### src/rtl/ddr_half_word_gearbox_pkg.sv
// Shared types and constants for the 2x-domain half-word gearbox.
package ddr_sync_pkg;

  localparam int unsigned GB_SRC_WIDTH  = 32;
  localparam int unsigned GB_CTRL_WIDTH = GB_SRC_WIDTH / 8;
  localparam int unsigned GB_DEPTH      = 2;
  localparam logic [15:0] GB_CNT_MAX    = 16'hFFFF;

  // One buffered input word with its per-byte K flags
  typedef struct packed {
    logic [GB_SRC_WIDTH-1:0]  data;
    logic [GB_CTRL_WIDTH-1:0] ctrl;
    logic                     half_only;
  } gb_entry_t;

  // Which emitted half of the head word is on the output
  typedef enum logic {
    SEL_FIRST  = 1'b0,
    SEL_SECOND = 1'b1
  } gb_sel_e;

endpackage

### src/rtl/ddr_half_word_gearbox_fifo.sv
// Two-entry registered FIFO; ready on the input side depends on occupancy only.
module ddr_sync_skid_fifo
  import ddr_sync_pkg::*;
#(
  parameter type T = gb_entry_t
) (
  input  logic clk,
  input  logic rst,
  input  logic in_valid,
  output logic in_ready,
  input  T     in_data,
  output logic out_valid,
  input  logic out_ready,
  output T     out_data
);

  T           r_mem [GB_DEPTH];
  logic [1:0] r_count;
  logic       r_head;
  logic       w_push;
  logic       w_pop;
  logic       w_wr_idx;

  assign in_ready  = (r_count != 2'd2);
  assign out_valid = (r_count != 2'd0);
  assign out_data  = r_mem[r_head];
  assign w_push    = in_valid && in_ready;
  assign w_pop     = out_valid && out_ready;
  // Tail slot is the head when empty, the other slot when one entry is held
  assign w_wr_idx  = r_head ^ r_count[0];

  // Storage, head pointer and occupancy update
  always_ff @(posedge clk) begin
    if (rst) begin
      r_mem   <= '{default: '0};
      r_count <= 2'd0;
      r_head  <= 1'b0;
    end else begin
      if (w_push) r_mem[w_wr_idx] <= in_data;
      if (w_pop)  r_head <= ~r_head;
      case ({w_push, w_pop})
        2'b10:   r_count <= r_count + 2'd1;
        2'b01:   r_count <= r_count - 2'd1;
        default: r_count <= r_count;
      endcase
    end
  end

endmodule

### src/rtl/ddr_half_word_gearbox.sv
// 2:1 width gearbox: buffers words in a 2-entry FIFO and emits them as half-words.
module ddr_half_word_gearbox
  import ddr_sync_pkg::*;
#(
  parameter int SRC_WIDTH  = 32,
  parameter int DST_WIDTH  = SRC_WIDTH / 2,
  parameter int CTRL_WIDTH = SRC_WIDTH / 8,
  parameter int PHASE      = 0
) (
  input  logic                    local_2x_clk,
  input  logic                    local_2x_reset,
  input  logic                    src_valid,
  output logic                    src_ready,
  input  logic [SRC_WIDTH-1:0]    src_data,
  input  logic [CTRL_WIDTH-1:0]   src_ctrl,
  input  logic                    src_half_only,
  output logic                    dst_valid,
  input  logic                    dst_ready,
  output logic [DST_WIDTH-1:0]    dst_data,
  output logic [CTRL_WIDTH/2-1:0] dst_ctrl,
  output logic                    dst_first,
  output logic                    dst_last,
  output logic [15:0]             word_count
);

  localparam int HALF_CTRL = CTRL_WIDTH / 2;

  typedef struct packed {
    logic [SRC_WIDTH-1:0]  data;
    logic [CTRL_WIDTH-1:0] ctrl;
    logic                  half_only;
  } entry_t;

  entry_t      w_in;
  entry_t      w_head;
  logic        w_head_valid;
  logic        w_half_hi;
  logic        w_last;
  logic        w_beat;
  gb_sel_e     r_sel;
  gb_sel_e     w_sel_next;
  logic [15:0] r_word_count;

  assign w_in = '{data: src_data, ctrl: src_ctrl, half_only: src_half_only};

  // The FIFO pops only on the beat that completes a word
  ddr_sync_skid_fifo #(
    .T (entry_t)
  ) u_fifo (
    .clk       (local_2x_clk),
    .rst       (local_2x_reset),
    .in_valid  (src_valid),
    .in_ready  (src_ready),
    .in_data   (w_in),
    .out_valid (w_head_valid),
    .out_ready (dst_ready && w_last),
    .out_data  (w_head)
  );

  assign w_half_hi = (r_sel == SEL_SECOND) ^ (PHASE != 0);
  assign w_last    = (r_sel == SEL_SECOND) || w_head.half_only;
  assign w_beat    = w_head_valid && dst_ready;

  // Outputs are gated by valid so an empty gearbox presents all zeros
  assign dst_valid  = w_head_valid;
  assign dst_data   = !w_head_valid ? '0 :
                      w_half_hi ? w_head.data[SRC_WIDTH-1:DST_WIDTH] : w_head.data[DST_WIDTH-1:0];
  assign dst_ctrl   = !w_head_valid ? '0 :
                      w_half_hi ? w_head.ctrl[CTRL_WIDTH-1:HALF_CTRL] : w_head.ctrl[HALF_CTRL-1:0];
  assign dst_first  = w_head_valid && (r_sel == SEL_FIRST);
  assign dst_last   = w_head_valid && w_last;
  assign word_count = r_word_count;

  // Half select: advance to the second half, or back to first once a word completes
  always_comb begin
    w_sel_next = r_sel;
    if (w_beat) w_sel_next = w_last ? SEL_FIRST : SEL_SECOND;
  end

  // Half select register
  always_ff @(posedge local_2x_clk) begin
    if (local_2x_reset) r_sel <= SEL_FIRST;
    else                r_sel <= w_sel_next;
  end

  // Saturating count of completed words
  always_ff @(posedge local_2x_clk) begin
    if (local_2x_reset)
      r_word_count <= '0;
    else if (w_beat && w_last && (r_word_count != GB_CNT_MAX))
      r_word_count <= r_word_count + 16'd1;
  end

endmodule

### config.mk
export PLATFORM = sky130hd
export DESIGN_NAME = ddr_half_word_gearbox
export DESIGN_NICKNAME = d
export VERILOG_FILES = /design/src/rtl/ddr_half_word_gearbox_pkg.sv /design/src/rtl/ddr_half_word_gearbox_fifo.sv /design/src/rtl/ddr_half_word_gearbox.sv
export SDC_FILE = /design/constraint.sdc
export NUM_CORES = 1
export LEC_CHECK = 0
export CELL_PAD_IN_SITES_DETAIL_PLACEMENT = 0
export CELL_PAD_IN_SITES_GLOBAL_PLACEMENT = 2
export CORE_MARGIN = 2
export CORE_UTILIZATION = 33
export DETAILED_ROUTE_END_ITERATION = 16
export GPL_ROUTABILITY_DRIVEN = 0
export PLACE_DENSITY_LB_ADDON = 0.25
export SYNTH_ARGS = -nofsm -noshare
export SYNTH_HDL_FRONTEND = slang
export SYNTH_SLANG_ARGS = --single-unit
export TNS_END_PERCENT = 20
### constraint.sdc
create_clock -name local_2x_clk -period 6.95 [get_ports local_2x_clk]
set_clock_uncertainty 0.1 [all_clocks]
set_input_delay 1.7375 -clock local_2x_clk [delete_from_list [all_inputs] [get_ports local_2x_clk]]
set_output_delay 1.7375 -clock local_2x_clk [all_outputs]
set_load 0.005 [all_outputs]
# After elaboration in Yosys (flattened, before gate mapping)
# Index checks and enable logic that the tools add are counted.
totals:
  ff_bits: 94
  mem_bits_ro: 0
  elab_cells: 49
  latch_bits: 0
  memories: 0
  in_bits: 41
  out_inout_bits: 38
  ramBits: 0
op_classes:
  addsub: 3
  div_mod_pow: 0
  n_shift: 0
  n_reduce_logical: 12
  n_eq_ne: 4
  muxes: 12
  bitwise: 5
  order_cmp: 3
  n_mul: 0
op_table:
  columns: ["cell", "count"]
  rows:
  - ["two-way mux 37 bit", 4]
  - ["bitwise mux 74 bit", 1]
  - ["demux 37 bit (select 1 bit)", 1]
  - ["two-way mux 16 bit", 2]
  - ["adder 16 x 1 -> 16 bit, second input constant", 1]
  - ["!= test 16 bit, second input constant", 1]
  - ["logical AND 1 bit", 9]
  - ["greater-or-equal comparator 2 bit, second input constant", 2]
  - ["two-way mux 2 bit", 2]
  - ["NOT 1 -> 2 bit", 2]
  - ["one-hot mux 2 bit (2 select lines)", 1]
  - ["nonzero test 2 bit", 2]
  - ["adder 2 x 1 -> 2 bit, second input constant", 1]
  - ["equality test 2 x 1 -> 1 bit, second input constant", 1]
  - ["equality test 2 bit, second input constant", 1]
  - ["less-than comparator 2 x 1 -> 1 bit, second input constant", 1]
  - ["!= test 2 bit, second input constant", 1]
  - ["NOT 1 bit", 2]
  - ["subtractor 2 x 1 -> 2 bit, second input constant", 1]
  - ["logical OR 1 bit", 1]
  - ["two-way mux 1 bit", 1]
  - ["XOR 1 bit", 1]

# Depth between registers and ports, before layout
depth:
  word_depth: 9
  mapped_depth: 9
  ltp_nobuf: 7

# Cells and area by module
# From an unflattened synthesis, not the netlist that was laid out.
unflattened:
  hier_cells: 581
  hier_area_um2: 5480.3
by_module_without_submodules:
  columns: ["mod", "area_each_um2", "instances", "seq_area_each_um2", "cells_per_inst"]
  rows:
  - ["ddr_sync_skid_fifo", 4230.3, 1, 1541.5, 433]
  - ["ddr_half_word_gearbox", 1249.9, 1, 340.3, 148]

# Worst setup path before layout
# No wires, ideal clock.
synth_path:
  path_type: "in2reg"
  from: "input dst_ready"
  to: "register u_fifo.r_count[1]"
  stages: 7
  setup_slack_ns: 3.740
  t_required_ns: 6.780
  arrival_time_ns: 3.039
  n_path_buf: 1
  setup_time_ns: 0.070
  path_cell_list: "o21a_1 -> o21ai_1 -> buf_2 -> inv_1 -> ha_1 -> or3_1 -> a21oi_1"
synth_via:
  elab_chain_cells: 4
  word_cells_on_any_way: 6
  classes_between: "2 x eq/ne; 1 x mux; 3 x reduce/logical"
synth_rtl:
  columns: ["element", "line_no", "source"]
  rows:
  - ["start, declared", "ddr_half_word_gearbox.sv:18", "input logic dst_ready,"]
  - ["logical AND 1 bit *", "ddr_half_word_gearbox.sv:56", ".out_ready (dst_ready && w_last),"]
  - ["logical AND 1 bit *", "ddr_half_word_gearbox_fifo.sv:28", "assign w_pop = out_valid && out_ready;"]
  - ["net u_fifo.w_pop", "ddr_half_word_gearbox_fifo.sv:21", "logic w_pop;"]
  - ["equality test 2 x 1 -> 1 bit / equality test 2 bit (equally long branches)", "ddr_half_word_gearbox_fifo.sv:41", "case ({w_push, w_pop})"]
  - ["one-hot mux 2 bit (2 select lines) / nonzero test 2 bit (equally long branches)", null, null]
  - ["end signal, assigned", "ddr_half_word_gearbox_fifo.sv:42", "2'b10: r_count <= r_count + 2'd1;"]
  - ["end signal, assigned", "ddr_half_word_gearbox_fifo.sv:43", "2'b01: r_count <= r_count - 2'd1;"]
  - ["end signal, assigned", "ddr_half_word_gearbox_fifo.sv:44", "default: r_count <= r_count;"]
  - ["end, declared", "ddr_half_word_gearbox_fifo.sv:18", "logic [1:0] r_count;"]
# Mark *: on every way through the listed nets, which the timed path passes. The rest lies on a longest branch.
# A chain may end at the register's enable or synchronous reset.

# Worst setup path in the final report
layout_path:
  from: "register u_fifo.r_head"
  to: "output dst_ctrl[1]"
layout_via:
  elab_chain_cells: 6
layout_rtl:
  columns: ["element", "line_no", "source"]
  rows:
  - ["start, declared", "ddr_half_word_gearbox_fifo.sv:19", "logic r_head;"]
  - ["start signal, assigned", "ddr_half_word_gearbox_fifo.sv:40", "if (w_pop) r_head <= ~r_head;"]
  - ["NOT 1 -> 2 bit (not written as such)", "ddr_half_word_gearbox_fifo.sv:26", "assign out_data = r_mem[r_head];"]
  - ["two-way mux 37 bit (not written as such) (3 in a row)", "ddr_half_word_gearbox_fifo.sv:26", null]
  - ["two-way mux 2 bit", "ddr_half_word_gearbox.sv:69", "w_half_hi ? w_head.ctrl[CTRL_WIDTH-1:HALF_CTRL] : w_head.ctrl[HALF_CTRL-1:0];"]
  - ["two-way mux 2 bit", "ddr_half_word_gearbox.sv:68", "assign dst_ctrl = !w_head_valid ? '0 :"]
  - ["end, declared", "ddr_half_word_gearbox.sv:20", "output logic [CTRL_WIDTH/2-1:0] dst_ctrl,"]
# Every way passes these cells. The select of a mux whose other input is x is not followed.

==> results.cfg <==
[yosys]
synth_warnings = 0
synth_common_cells = 155 x nand2_1, 94 x dfxtp_1, 82 x a21oi_1
ys_ff_latch = 94
netlist_instances = 501
synthDistinctLibCells = 47
synth_nets = 544
synth_edf_count = 0
dominantRegCellSynth = dfxtp_1
syn_area_mm2 = 0.00426
synth_top_cell_by_area = dfxtp_1
async_flop_share_pct = 0
synth_top_cell_area_share_pct = 44.2
syn_area_per_cell_um2 = 8.51
synth.area.top_cells = dfxtp_1 44%, nand2_1 14%, a21oi_1 9.6%
synth_most_common_cell = nand2_1
seq_area_frac_synth_pct = 44.2

[placed_design]
place_hpwl_um = 7110
post_dp_cell_area_mm2 = 0.00516
dp.cells = 720
numPortBuffers = 78

[drt]
wl_um = 11200
ant_nets = 0
wl_met3_um = 410
drt-met1-wl_um = 5280
via_count = 3657
routedWlPerCell_um = 15.3
first_pass_iters = 6
post-route-drc-count = 0
wl_met2_um = 5320
highest_layer = met4
via_per_inst = 4.98
drt-initial-drc-count = 237

[clock_network]
clockBufferDepth = 2
clk_pin_slew_ns = 0.07
cts_max_level = 3
cts_hold_buf = 0
cts_setup_buffers = 0
ctsResizeCount = 0
cts_made_buffers = 9
cts_tree = built
clock_latency_ns = 0.34
cts_num_sinks = 94
root_buffer = clkbuf_16

[global_routing]
grt_pass1_wl_um = 18600
grt_pass1_vias = 3595
grt_max_degree = 104
gr-usage-all-layers_pct = 16.7
overflow = 0
antenna_found_initial = 0

[power_and_ir_drop]
power_frac_seq_pct = 43.2
p_leak_uw = 0.00188
pwr-share-comb_pct = 20.3
vdd_ir_drop_max_mv = 0.0852
power_density_mw_per_mm2 = 268
swShare_pct = 27.9
power_switching_uw = 410
power.share.clock_pct = 36.5
p_int_uw = 1060

[critical_path]
criticalPathCategory = flop to output port
critPathArrivalTime_ns = 2.51
ff2ff_setup_slack_ns = 3.48
cp_max_fo = 14
cp.required_ns = 5.11
cp-end-kind = output port
critPathLaunchType = flop

[sta]
min_period_ns = 4.35
period_share_pct = 62.6
fmax_mhz = 230
max_slew.worst_pin.slew_ns = 1.11
drv_slew = 0
slew_headroom_pct = 26.3
hold_viol = 0
setup_viol = 0
fin_setup_tns_ns = 0
rsz0062_at_grt = false

[final_layout]
instances_no_fill = 735
syn_to_final_growth_pct = 28.7
diodes = 0
drive_above_1_share_pct = 10.1
nets = 602
finish.instance_area_mm2 = 0.00548

[floorplanning]
die_w_um = 118
die-area_mm2 = 0.0138
start_util_pct = 33.8
coreArea_mm2 = 0.0126
placementRows = 41
dieHeight_um = 118
io_pins = 79

[worst_hold_path]
min_path_type = flop to flop

[status]
status = completed

[job]
maxCapViolCount = 0
power groups by stage:
stage	Combinational (uW)	Clock, uW	Sequential (uW)
after floorplan	207	0	620
final	299	537	636
after global routing	333	570	644
after global placement	302	0	647
after detailed placement	305	0	649
after CTS	306	551	637
layout make-up:
class / count / area, um^2
Clock inverter: 4 / 70.1
Sequential cell: 94 / 1880
Multi-Input combinational cell: 366 / 2230
Clock buffer: 11 / 253
Fill cell: 1280 / 7140
Inverter: 6 / 22.5
Timing Repair Buffer: 82 / 808
Tap cell: 172 / 215
stage by stage:
step | utilization (%) | total power [uW] | hold slack (ns) | worst slack [ns]
final | 43.5 | 1470 | 0.353 | 2.60
after global routing | 43.5 | 1550 | 0.369 | 2.49
after CTS | 43.5 | 1490 | 0.356 | 2.59
after detailed placement | 40.9 | 954 | 0.347 | 2.88
after global placement | 40.9 | 949 | 0.339 | 2.93
after floorplan | - | 827 | 0.333 | 3.74
metal layers:
metal	up-vias	track usage, %
met2	64	27.8
met1	1752	21.0
met5	-	0
met3	14	3.34
li1	1827	-
met4	0	7.23
worst max-delay path, stage by stage (launching register included):
cell and delay (ns):
dfxtp_1 0.69, buf_4 0.36, mux4_2 0.52, nor2b_1 0.14, clkdlybuf4s50_1 0.45
kinds of logic (layout without fill, tap and decap cells):
| family | after synthesis | in the layout | share of synthesized area (%) |
|---|---|---|---|
| AO/OA/AOI/OAI | 101 | 101 | 12.8 |
| XOR/XNOR | 3 | 3 | 0.617 |
| adder cells (fa/ha/maj) | 2 | 2 | 0.587 |
| buffers and inverters | 41 | 103 | 4.05 |
| flip-flops | 94 | 94 | 44.2 |
| multiplexers | 30 | 30 | 12.8 |
| AND/OR/NAND/NOR | 230 | 230 | 25.0 |
path summary, 6_finish.rpt:
kind,startpoint,endpoint,depth (start not counted)
max,u_fifo.r_head$_SDFFE_PP0P_,dst_ctrl[1],4
min,u_fifo.r_mem[60]$_SDFFE_PP0P_,u_fifo.r_mem[60]$_SDFFE_PP0P_,2
max reg2reg,u_fifo.r_head$_SDFFE_PP0P_,u_fifo.r_count[1]$_SDFFE_PP0P_,7
min reg2reg,u_fifo.r_mem[60]$_SDFFE_PP0P_,u_fifo.r_mem[60]$_SDFFE_PP0P_,2
state kept, by name (all words and copies together), names as in the netlist:
signal,cells
u_fifo.r_count,2
word_count,16
r_sel,1
u_fifo.r_mem,74
u_fifo.r_head,1
placed cells by master (no fill, tap or decap), types with 2 or more instances in the layout:
cell / instances
mux2_4: 2
inv_1: 6
clkdlybuf4s50_1: 77
xnor2_1: 2
mux4_2: 18
nor4_1: 5
o21ai_0: 4
bufinv_16: 2
nand4_1: 4
nor2b_1: 28
and4_1: 2
clkinv_2: 2
mux2_1: 2
dfxtp_1: 93
o31ai_1: 2
mux2i_1: 2
ha_1: 2
nand3_1: 3
clkbuf_16: 9
buf_4: 5
nand2_1: 155
clkbuf_8: 2
o21a_1: 3
mux2_2: 6
nor2_1: 15
a21oi_1: 82
or3_1: 2
o21ai_1: 2
o21ai_4: 2
Note: power is estimated with default switching activity, not from simulation.
==> RTL change 1: new RTL, same flow settings <==
Change the package constant `GB_CNT_MAX` from 16'hFFFF to 16'h7FFF.
--- a/src/rtl/ddr_half_word_gearbox_pkg.sv
+++ b/src/rtl/ddr_half_word_gearbox_pkg.sv
@@ -6,3 +6,3 @@
   localparam int unsigned GB_DEPTH      = 2;
-  localparam logic [15:0] GB_CNT_MAX    = 16'hFFFF;
+  localparam logic [15:0] GB_CNT_MAX    = 16'h7FFF;
 
Formal check against the unedited RTL: same outputs for any inputs over 4 cycles, from zero or initial values and one cycle with local_2x_reset high; that may be too few to reach the edited logic, so the function may still have changed.
==> RTL change 1 against the original RTL <==
- sequential cell count stayed put
- wire length is 2.7% lower
- non-clock buffer count is 1 lower
- count of clock-buffer cells in the layout stayed put
- cell area is 2.2% lower
- total power is 2.6% lower
- core utilization is 0.42 points lower
- area after synthesis is 2.4% lower
- setup slack better by 110 ps
- highest routed layer unchanged
==> RTL change 1: results (changes against the original RTL) <==
stage	metric	value	unit	change
run_status	outcome	complete, no violations		
route	first_pass_iters	4		-2
route	routed-wl-met2	5340	um	+0.38%
route	initial_drc_count	204		-14%
critical_path	timing.critical_path.to	dst_data[0]		
finish	n_fill_cell	1306		+2.0%
synthesis	leading_post_synthesis_cells_by_cell_area	dfxtp_1 (45%), nand2_1 (14%), a21oi_1 (10%)		
route	avgViaCountPerCell	4.89		-1.7%
critical_path	capturing_point_of_the_worst_reg2reg_path	u_fifo.r_mem[34]$_SDFFE_PP0P_		
synthesis	synthTopCellsByCount	nand2_1 (156), dfxtp_1 (94), a21oi_1 (87)		
grt	grt.total_usage	0.173		+0.00620
synthesis	dominant_combinational_cell_family_by_area_after_synthesis	simple AND/OR/NAND/NOR gates		
synthesis	synth_adder_area_share	0.00602		+0.000147
critical_path	critical_path_arrival	2400	ps	-110 ps
synthesis	synth_cell_types	37		-21%
pwr	vdd_ir_drop_max	115	uV	+35%
placement	dpl.cell_count	715		-0.69%
synthesis	synth_area_per_cell	8.37	sq um	-1.7%
critical_path	reg2regPathDepth	5		-2
synthesis	synth_xor_xnor_area_share	0.00632		+0.000154
grt	globalRouteMet2Util	0.293		+0.0147
synthesis	synth_sequential_area_ratio	0.453		+0.0110
critical_path	path_max_fanout	22		+8
finish	max_flop_register	u_fifo.r_mem		
grt	grt_start_max_net_pins	100		-3.8%
critical_path	cp_slowest_stage_delay	810	ps	+120 ps
synthesis	synth_nets	540		-0.74%
grt	grt_util_met3	0.0296		-0.00385
critical_path	startpoint	r_sel$_SDFFE_PP0P_		
route	m1WireLength	4940	um	-6.3%
route	wire_per_inst	15.0	um	-2.2%
timing	max-slew-margin-rel	0.215		-0.0486
finish	fin_nets	597		-0.83%
critical_path	ff2ff_setup_slack	4490	ps	+1010 ps
route	drt-total-wl	10900	um	-2.7%
finish	final_util	0.430		-0.00417
grt	grtUsageMet1	0.220		+0.00960
route	wl_met3	408	um	-0.49%
synthesis	compound_gate_portion_of_the_synthesized_area	0.137		+0.00892
grt	first_global_vias	3521		-2.1%
placement	hpwl	6980	um	-1.9%
critical_path	worst_path_max_delay_cell	dfxtp_2		
pwr	leakagePower	0.00176	uW	-6.5%
hold_path	hold_path.startpoint	u_fifo.r_mem[19]$_SDFFE_PP0P_		
finish	drive_gt1_frac	0.0859		-0.0154
synthesis	synth.mux.area_fraction	0.113		-0.0146
placement	placedInstanceArea	5050	sq um	-2.1%
grt	wire_length_of_the_first_global_routing_pass	18000	um	-3.4%
[RTL change 1: final cells by class]
cell class | instances | share of cell area
Inverter | 6 | 0.00420
Clock buffer | 11 | 0.0471
Clock inverter | 5 | 0.0107
Timing Repair Buffer | 81 | 0.149
Tap cell | 172 | 0.0401
Sequential cell | 94 | 0.351
Multi-Input combinational cell | 362 | 0.398
[RTL change 1: how the worst min path moves through the flow]
| stage | end | cells after the start |
|---|---|---|
| finish | u_fifo.r_mem[19]$_SDFFE_PP0P_ | 2 |
| global route | u_fifo.r_mem[31]$_SDFFE_PP0P_ | 2 |
| CTS | u_fifo.r_mem[19]$_SDFFE_PP0P_ | 2 |
| detailed placement | u_fifo.r_mem[19]$_SDFFE_PP0P_ | 2 |
| global placement | u_fifo.r_mem[19]$_SDFFE_PP0P_ | 2 |
| floorplan | u_fifo.r_mem[10]$_SDFFE_PP0P_ | 2 |
[RTL change 1: cell families after synthesis]
kind of cell | count (synthesis)
compound gates | 107
xor+xnor | 3
fa+ha+maj | 2
buf+inv | 41
flops | 94
mux | 24
simple gates | 226
[RTL change 1: report_power, final]
part	leakage (uW)	internal, uW	switching, uW	total [uW]
clock network	0.000144	298	212	509
registers	0.000766	590	44.0	634
logic	0.000849	134	155	289
[RTL change 1: critical path, delay by kind of cell, from the launching register on]
family	cells	cell delay, ps
flip-flops	1	810
multiplexers	1	580
buffers and inverters	1	490
AND/OR/NAND/NOR	1	150
[RTL change 1: stage by stage]
| step | worst slack, ps | hold WS, ps |
|---|---|---|
| 2_1_floorplan | 3630 | 333 |
| 6_report | 2710 | 352 |
| 3_3_place_gp | 3020 | 340 |
| 4_1_cts | 2630 | 354 |
| 3_5_place_dp | 3010 | 345 |
| 5_1_grt | 2530 | 374 |
==> RTL change 2: new RTL, same flow settings <==
Without the edit above. Register the output `word_count` once more, cleared by the reset; this adds one clock of latency there. The other outputs are not delayed to match.
--- a/src/rtl/ddr_half_word_gearbox.sv
+++ b/src/rtl/ddr_half_word_gearbox.sv
@@ -71,3 +71,9 @@
   assign dst_last   = w_head_valid && w_last;
-  assign word_count = r_word_count;
+  always_ff @(posedge local_2x_clk) begin
+    if (local_2x_reset) begin
+      word_count <= '0;
+    end else begin
+      word_count <= r_word_count;
+    end
+  end
 
Formal check against the unedited RTL: not equivalent (a bounded check fails within 4 cycles, from zero or initial values and one cycle with local_2x_reset high).
==> RTL change 2 against the original RTL <==
- clock power down 8.8%
- hold slack worse by 0.51 ps
- setup slack better by 120 ps
- non-clock buffer count unchanged
- count of clock-buffer cells in the layout up 5
- via count up 3.1%
- area after synthesis up 9.7%
- sequential power up 14%
- total power up 3.0%
- sequential cell count up 16
- wire length up 3.0%
- critical path depth down 1
- cell area up 6.3%
- critical path type unchanged
- largest power group unchanged
==> RTL change 2: results (changes against the original RTL) <==
stage	metric	value	unit	change
route	wl_met3	643	um	+57%
grt	first_global_vias	3564		-0.86%
finish	fin_area	5830	sq um	+6.3%
clock_network	clock_latency_at_the_later_pin_of_the_worst_skew_pair	340	ps	about the same
critical_path	ff2ff_setup_slack	4290	ps	+810 ps
grt	grt.total_usage	0.159		-0.00776
timing	worstMarginPinSlew	1130	ps	+29.5 ps
clock_network	cts_max_path_buffers	2		unchanged
finish	fin_nets	624		+3.7%
route	vias	3771		+3.1%
route	initial_drc_count	299		+26%
clock_network	post_cts_resized	0		unchanged
finish	layout_top_registers	u_fifo.r_mem x74, r_word_count x16, word_count x16		
hold_path	hold-path-endpoint	u_fifo.r_mem[55]$_SDFFE_PP0P_		
hold_path	hold-path-cell-count	2		unchanged
clock_network	clkSlewWorstSetupHoldPaths	60	ps	
placement	hpwl	7180	um	+0.91%
pwr	vdd_ir_drop_max	150	uV	+76%
timing	fin_worst_hold_slack	353	ps	-0.508 ps
route	highest-signal-layer	met4		
critical_path	critical_path_arrival	2390	ps	-120 ps
finish	n_fill_cell	1400		+9.4%
synthesis	synth_sequential_area_ratio	0.471		+0.0296
finish	number_of_antenna_cells_inserted	0		unchanged
critical_path	path_max_fanout	22		+8
route	wire_per_inst	15.1	um	-1.2%
synthesis	synth_cell_types	44		-6.4%
clock_network	numCtsBuffers	9		unchanged
hold_path	hold_path.startpoint	u_fifo.r_mem[55]$_SDFFE_PP0P_		
run_status	outcome	complete, no violations		
pwr	leakagePower	0.00199	uW	+5.9%
grt	grt_start_max_net_pins	111		+6.7%
synthesis	leading_post_synthesis_cells_by_cell_area	dfxtp_1 (47%), nand2_1 (12%), a21oi_1 (8.8%)		
grt	wire_length_of_the_first_global_routing_pass	18400	um	-1.1%
route	m1WireLength	5540	um	+5.0%
critical_path	reg2regPathDepth	6		-1
finish	drive_gt1_frac	0.102		+0.00115
placement	port_buffers	78		unchanged
clock_network	root_buffer_cell	clkbuf_16		
synthesis	top_reg_cell_synth	dfxtp_1		
synthesis	synth_nets	568		+4.4%
clock_network	clock_tree.htree_level_count	3		unchanged
pwr	power.switching	422	uW	+2.8%
synthesis	synthTopCellsByCount	nand2_1 (154), dfxtp_1 (110), a21oi_1 (82)		
route	routed-wl-met2	5290	um	-0.58%
route	first_pass_iters	4		-2
placement	placedInstanceArea	5550	sq um	+7.5%
[RTL change 2: changes by cell type in the layout (fill, tap and decap cells not counted), moves of 3 or more]
cell / delta
clkbuf_1: +4
dfxtp_1: +16
mux2_4: +3
nor2b_1: +6
nor4_2: +5
[RTL change 2: through the flow]
stage | instances | setup slack, ps
CTS | 766 | 2620
finish | 766 | 2720
global route | 766 | 2520
detailed placement | 750 | 2890
global placement | 750 | 2920
floorplan | 525 | 3710
[RTL change 2: routing by layer]
metal,vias up,track usage
met3,5,0.0517
met2,77,0.256
li1,1891,-
met4,0,0.0384
met1,1798,0.208
met5,-,0
[RTL change 2: power groups by stage]
stage          Combinational (uW)  Sequential, uW  Clock (uW)
6_report                      302             724         490
5_1_grt                       339             733         534
4_1_cts                       310             725         509
2_1_floorplan                 209             714           0
3_3_place_gp                  306             738           0
3_5_place_dp                  309             739           0
[RTL change 2: critical path, stage by stage (launching register included)]
cell             delay (ps)
dfxtp_2                 820
mux4_2                  600
nor2b_1                 150
clkdlybuf4s50_1         450
[RTL change 2: layout make-up]
type / instances / area share
Sequential cell: 110 / 0.378
Multi-Input combinational cell: 373 / 0.393
Timing Repair Buffer: 82 / 0.139
Inverter: 5 / 0.00322
Tap cell: 180 / 0.0386
Clock buffer: 16 / 0.0483
[RTL change 2: how the worst max path moves through the flow]
| stage | depth (start not counted) | startpoint | slack, ps | endpoint |
|---|---|---|---|---|
| after floorplan | 8 | dst_ready | 3710 | u_fifo.r_count[1]$_SDFFE_PP0P_ |
| after global placement | 7 | dst_ready | 2920 | u_fifo.r_count[1]$_SDFFE_PP0P_ |
| after detailed placement | 7 | dst_ready | 2890 | u_fifo.r_count[1]$_SDFFE_PP0P_ |
| after CTS | 3 | r_sel$_SDFFE_PP0P_ | 2620 | dst_ctrl[0] |
| after global routing | 3 | r_sel$_SDFFE_PP0P_ | 2520 | dst_data[14] |
| final | 3 | r_sel$_SDFFE_PP0P_ | 2720 | dst_ctrl[0] |
[RTL change 2: cells by family (layout without fill, tap and decap cells)]
kind of cell / Yosys count / count (layout) / share of synthesized area
simple gates: 243 / 243 / 0.249
compound gates: 95 / 95 / 0.107
xor+xnor: 3 / 3 / 0.00562
buf+inv: 42 / 103 / 0.0420
flops: 110 / 110 / 0.471
fa+ha+maj: 2 / 2 / 0.00535
mux: 30 / 30 / 0.119
